File: src/rtl/pipelined_multi_operand_adder_if.sv
// pipelined_multi_operand_adder_if: valid/ready operand and result stream bundle.
// out_ovf exists only when MOA_OVF_EN is defined.
`default_nettype none

interface pipelined_multi_operand_adder_if #(
  parameter int WIDTH = 8,
  parameter int N_OPS = 3,
  parameter int OUT_W = WIDTH + $clog2(N_OPS)
);
  logic                   in_valid;
  logic                   in_ready;
  logic [N_OPS*WIDTH-1:0] in_data;
  logic                   out_valid;
  logic                   out_ready;
  logic [OUT_W-1:0]       out_sum;
`ifdef MOA_OVF_EN
  logic                   out_ovf;

  modport master (
    output in_valid, in_data, out_ready,
    input  in_ready, out_valid, out_sum, out_ovf
  );
  modport slave (
    input  in_valid, in_data, out_ready,
    output in_ready, out_valid, out_sum, out_ovf
  );
`else
  modport master (
    output in_valid, in_data, out_ready,
    input  in_ready, out_valid, out_sum
  );
  modport slave (
    input  in_valid, in_data, out_ready,
    output in_ready, out_valid, out_sum
  );
`endif
endinterface

`default_nettype wire

File: src/rtl/pipelined_multi_operand_adder.sv
// pipelined_multi_operand_adder: registered binary adder tree summing N_OPS operands,
// globally stalled valid/ready pipeline. Optional MOA_OVF_EN adds a truncation flag.
`default_nettype none

module pipelined_multi_operand_adder #(
  parameter int WIDTH = 8,
  parameter int N_OPS = 3,
  parameter int OUT_W = WIDTH + $clog2(N_OPS)
) (
  input  logic                          clk,
  input  logic                          rst_n,
  pipelined_multi_operand_adder_if.slave bus
);

  localparam int LAT    = (N_OPS <= 1) ? 1 : $clog2(N_OPS);
  localparam int FULL_W = (N_OPS <= 1) ? WIDTH : WIDTH + $clog2(N_OPS);

  // Number of partial sums present at tree level k (level 0 = raw operands).
  function automatic int cnt_at(input int k);
    return (N_OPS + (1 << k) - 1) >> k;
  endfunction

  // Register width of pipeline stage s; a single operand never grows.
  function automatic int sw_at(input int s);
    return (N_OPS <= 1) ? WIDTH : WIDTH + s + 1;
  endfunction

  logic             w_adv;
  logic [LAT-1:0]   r_vld;
  logic [FULL_W-1:0] w_full;

  assign w_adv = !r_vld[LAT-1] || bus.out_ready;

  always_ff @(posedge clk or negedge rst_n) begin
    if (!rst_n) begin
      r_vld <= '0;
    end else if (w_adv) begin
      r_vld[0] <= bus.in_valid;
      for (int i = 1; i < LAT; i++) begin
        r_vld[i] <= r_vld[i-1];
      end
    end
  end

  for (genvar s = 0; s < LAT; s++) begin : g_stage
    localparam int IW   = (s == 0) ? WIDTH : sw_at(s - 1);
    localparam int NIN  = cnt_at(s);
    localparam int NOUT = cnt_at(s + 1);
    localparam int SW   = sw_at(s);

    logic [NIN*IW-1:0]  w_in;
    logic [NOUT*SW-1:0] w_next;
    logic [NOUT*SW-1:0] r_data;

    if (s == 0) begin : g_src_in
      assign w_in = bus.in_data;
    end else begin : g_src_prev
      assign w_in = g_stage[s-1].r_data;
    end

    // Pair (2j, 2j+1); an odd leftover is zero-extended straight through.
    for (genvar j = 0; j < NOUT; j++) begin : g_node
      if (2*j + 1 < NIN) begin : g_pair
        assign w_next[j*SW +: SW] = SW'(w_in[2*j*IW +: IW]) + SW'(w_in[(2*j+1)*IW +: IW]);
      end else begin : g_pass
        assign w_next[j*SW +: SW] = SW'(w_in[2*j*IW +: IW]);
      end
    end

    always_ff @(posedge clk or negedge rst_n) begin
      if (!rst_n) begin
        r_data <= '0;
      end else if (w_adv) begin
        r_data <= w_next;
      end
    end
  end

  assign w_full        = g_stage[LAT-1].r_data;
  assign bus.in_ready  = w_adv;
  assign bus.out_valid = r_vld[LAT-1];
  assign bus.out_sum   = w_full[OUT_W-1:0];

`ifdef MOA_OVF_EN
  if (OUT_W < FULL_W) begin : g_ovf
    assign bus.out_ovf = |w_full[FULL_W-1:OUT_W];
  end else begin : g_no_ovf
    assign bus.out_ovf = 1'b0;
  end
`endif

endmodule

`default_nettype wire

File: src/flat_wrapper.sv
// flat-port wrapper written by rule: the top's interface ports become plain ports
module pipelined_multi_operand_adder_flat 
#(
  parameter int WIDTH = 8,
  parameter int N_OPS = 3,
  parameter int OUT_W = WIDTH + $clog2(N_OPS)
)
  (clk, rst_n, bus_in_valid, bus_in_data, bus_out_ready, bus_in_ready, bus_out_valid, bus_out_sum);
  pipelined_multi_operand_adder_if #(.WIDTH(WIDTH), .N_OPS(N_OPS), .OUT_W(OUT_W)) bus_i ();
  input  logic clk;
  input  logic rst_n;
  input wire logic [$bits(bus_i.in_valid)-1:0] bus_in_valid;
  input wire logic [$bits(bus_i.in_data)-1:0] bus_in_data;
  input wire logic [$bits(bus_i.out_ready)-1:0] bus_out_ready;
  output wire logic [$bits(bus_i.in_ready)-1:0] bus_in_ready;
  output wire logic [$bits(bus_i.out_valid)-1:0] bus_out_valid;
  output wire logic [$bits(bus_i.out_sum)-1:0] bus_out_sum;
  assign bus_i.in_valid = bus_in_valid;
  assign bus_i.in_data = bus_in_data;
  assign bus_i.out_ready = bus_out_ready;
  assign bus_in_ready = bus_i.in_ready;
  assign bus_out_valid = bus_i.out_valid;
  assign bus_out_sum = bus_i.out_sum;
  pipelined_multi_operand_adder #(.WIDTH(WIDTH), .N_OPS(N_OPS), .OUT_W(OUT_W)) u_core (.clk(clk), .rst_n(rst_n), .bus(bus_i));
endmodule
File: config.mk
export PLATFORM = sky130hd
export DESIGN_NAME = pipelined_multi_operand_adder_flat
export DESIGN_NICKNAME = d
export VERILOG_FILES = /design/src/rtl/pipelined_multi_operand_adder_if.sv /design/src/rtl/pipelined_multi_operand_adder.sv /design/src/flat_wrapper.sv
export SDC_FILE = /design/constraint.sdc
export NUM_CORES = 1
export LEC_CHECK = 0
export ABC_AREA = 1
export ABC_CLOCK_PERIOD_IN_PS = 1500
export CORE_MARGIN = 1.5
export CORE_UTILIZATION = 41
export DETAILED_ROUTE_END_ITERATION = 8
export PLACE_DENSITY = 0.7
export SETUP_SLACK_MARGIN = 0.5
export SKIP_CTS_REPAIR_TIMING = 1
export SLEW_MARGIN = 20
export SYNTH_ARGS = -nofsm -noshare
export SYNTH_HDL_FRONTEND = slang
export SYNTH_SLANG_ARGS = --single-unit
File: constraint.sdc
create_clock -name clk -period 1.5 [get_ports clk]
set_clock_uncertainty 0.05 [all_clocks]
set_input_delay 0.15 -clock clk [delete_from_list [all_inputs] [get_ports clk]]
set_output_delay 0.15 -clock clk [all_outputs]
set_load 0.02 [all_outputs]
==> impl_metrics.env <==
export IMPL_status="finished with violations"
export IMPL_violations="negative setup slack"
export IMPL_synthCells=246
export IMPL_ys_flop_type="dfrtp_1"
export IMPL_layout_drive_gt1_share_pct=38.2
export IMPL_drtIter0Drc=54
export IMPL_syn_avg_cell_area_sq_um=7.41
export IMPL_drc=0
export IMPL_cts_sinks=29
export IMPL_yosys_warnings=0
export IMPL_min_period_ps=1630
export IMPL_ys_top_cells_by_count="106 x nand2_1, 29 x dfrtp_1, 28 x inv_1"
export IMPL_p_per_area_mw_per_mm2=1260
export IMPL_synth_top_cell_area_share_pct=39.8
export IMPL_synth_area_leaders="dfrtp_1 40%, nand2_1 22%, ha_1 11%"
export IMPL_period_share_pct=109
export IMPL_grt_pass1_vias=1559
export IMPL_min_path_cells=4
export IMPL_drt_pass1_iterations=4
export IMPL_vias=1806
export IMPL_critPathLaunch="u_core.g_stage[0].r_data[0]"
export IMPL_dieWidth_microns=69.7
export IMPL_cts_tree="yes"
export IMPL_antenna_found_initial=0
export IMPL_clock_latency_ps=280
export IMPL_end_kind="flip-flop"
export IMPL_routed_wl_mm=4.73
export IMPL_area_delta_synth_final_pct=67.9
export IMPL_clk_pin_slew_ps=60
export IMPL_rows=24
export IMPL_required_ps=1620
export IMPL_overflow=0
export IMPL_finalMaxSlewViolations=0
export IMPL_ys_ff_latch=29
export IMPL_max_slew_margin_pct=75.8
export IMPL_grt_max_degree=31
export IMPL_path_class="reg2reg"
export IMPL_grt_util_all_layers_pct=16.2
export IMPL_r2r_slack_ps=-130
export IMPL_max_freq_mhz=612
export IMPL_synth_edf_count=0
export IMPL_dp_hpwl_mm=2.64
export IMPL_setup_viol=4
export IMPL_worstHoldStart="bus_in_data[0]"
export IMPL_dp_cells=344
export IMPL_fp_dieArea_sq_mm=0.00486
export IMPL_fin_setup_tns_ps=-365
export IMPL_synthesis_nets=292
export IMPL_power_leakage_nw=1.59
export IMPL_wl_per_cell_microns=12.7
export IMPL_ys_seq_area_share_pct=39.8
export IMPL_yosysMostFrequentCell="nand2_1"
export IMPL_diodes=0
export IMPL_cts_root_buf="clkbuf_8"
export IMPL_synth_async_reset_ratio_pct=100
export IMPL_stdcell_count=371
export IMPL_ant_nets=0
export IMPL_r2r_cells=11
export IMPL_num_io_pins=40
export IMPL_htreeDepth=2
export IMPL_synth_area_sq_mm=0.00182
export IMPL_arrival_ps=1760
export IMPL_nNetsFinal=364
export IMPL_peakVddDrop_mv=0.528
export IMPL_hold_viol=0
export IMPL_r2r_start="u_core.g_stage[0].r_data[0]"
export IMPL_synth_top_cell_by_area="dfrtp_1"
export IMPL_worstPathMaxFanout=3
export IMPL_core_sq_mm=0.00432
export IMPL_r2r_end="u_core.bus.out_sum[6]"
export IMPL_die_h_microns=69.7
export IMPL_crit_path_start_kind="flip-flop"
export IMPL_initial_utilization_pct=42.2
export IMPL_synth_cell_types=21
export IMPL_routabilityCongestion=0.831
export IMPL_cts_buffers=5
export IMPL_worst_hold_path_endpoint="u_core.g_stage[0].r_data[0]"
export IMPL_cts_buffer_depth=2
export IMPL_grt_pass1_wl_mm=6.41
export IMPL_io_buffers=39
export IMPL_drt_vias_per_instance=4.87
export IMPL_hp_class="in2reg"
export IMPL_setup_ws_ps=-135
export IMPL_fillers=330
export IMPL_grt_setup_unrepaired="yes"
export IMPL_maxCapViolations=0
export IMPL_worst_pin_slew_ps=363
## critical path, cell delays in order, from the launching register on
cell	delay (ps)
dfrtp_1	360
ha_2	190
inv_2	40
fa_2	330
inv_2	70
nand2_2	60
nand2_2	90
nand3b_1	110
nand2_1	90
nand2_1	50
nand3_1	60
nand2_1	40
## cells by family after synthesis
logic type | count (synthesis) | synth area share, %
compound gates | 17 | 4.87
xor+xnor | 3 | 1.44
fa+ha+maj | 18 | 13.2
buf+inv | 34 | 7.69
flops | 29 | 39.8
simple gates | 145 | 33.0
## cell type report
type,instances,area (sq um),area share (%)
sequential,29,727,23.7
inverter,29,111,3.64
clock buffer,7,96.3,3.15
clock inverter,1,5.00,0.163
multi-input combinational,183,1330,43.3
tap,52,65.1,2.13
timing repair buffer,70,732,23.9
## power breakdown
part	total, mW	internal (mW)	switching, mW
registers	1.15	0.989	0.159
logic	2.01	1.03	0.972
clock network	0.710	0.414	0.297
total	3.86	2.44	1.43
## registers in the layout (all words and copies together), names as in the netlist
signal / count
u_core.r_vld: 2
u_core.g_stage.r_data: 17
u_core.bus.out_sum: 10
## layer usage
metal	GRT usage (%)	vias up	share of wire, %
met5	0	-	0
met4	7.05	0	2.7
met3	2.62	11	2.6
met2	28.8	37	51
met1	19.1	843	44
li1	-	915	-
## metrics by stage
| step | setup WS, ps | total power [mW] | hold WS, ps | utilization [%] | cell area (sq um) |
|---|---|---|---|---|---|
| 4_1_cts | -130 | 3.24 | 211 | 57.8 | 2500 |
| 3_3_place_gp | -296 | 2.49 | 387 | 55.5 | 2400 |
| 3_5_place_dp | -329 | 2.52 | 389 | 55.5 | 2400 |
| 5_1_grt | -217 | 4.10 | 138 | 70.8 | 3060 |
| 6_report | -135 | 3.86 | 129 | 70.8 | 3060 |
| 2_1_floorplan | -0.372 | 1.99 | -196 | - | 1900 |
## worst max-delay path by stage
stage	to	slack, ps	cells after the start
after CTS	bus_in_ready	-130	4
after global placement	u_core.g_stage[0].r_data[4]	-300	8
after global routing	u_core.bus.out_sum[6]	-220	11
after detailed placement	u_core.g_stage[0].r_data[6]	-330	10
final	u_core.bus.out_sum[6]	-130	11
after floorplan	u_core.bus.out_sum[6]	-0.4	11
## cell usage in the layout, fill, tap and decap left out, types with 6 or more instances in the layout
master,instances
buf_4,25
buf_6,15
clkbuf_8,7
clkdlybuf4s50_1,13
dfrtp_1,28
dlymetal6s2s_1,12
ha_4,12
inv_1,25
nand2_1,79
nand2_2,21
nand2_4,6
nand3_1,9
nand3_2,8
nor2_1,7
o21ai_1,6
Power figures use the tool's default switching activity.
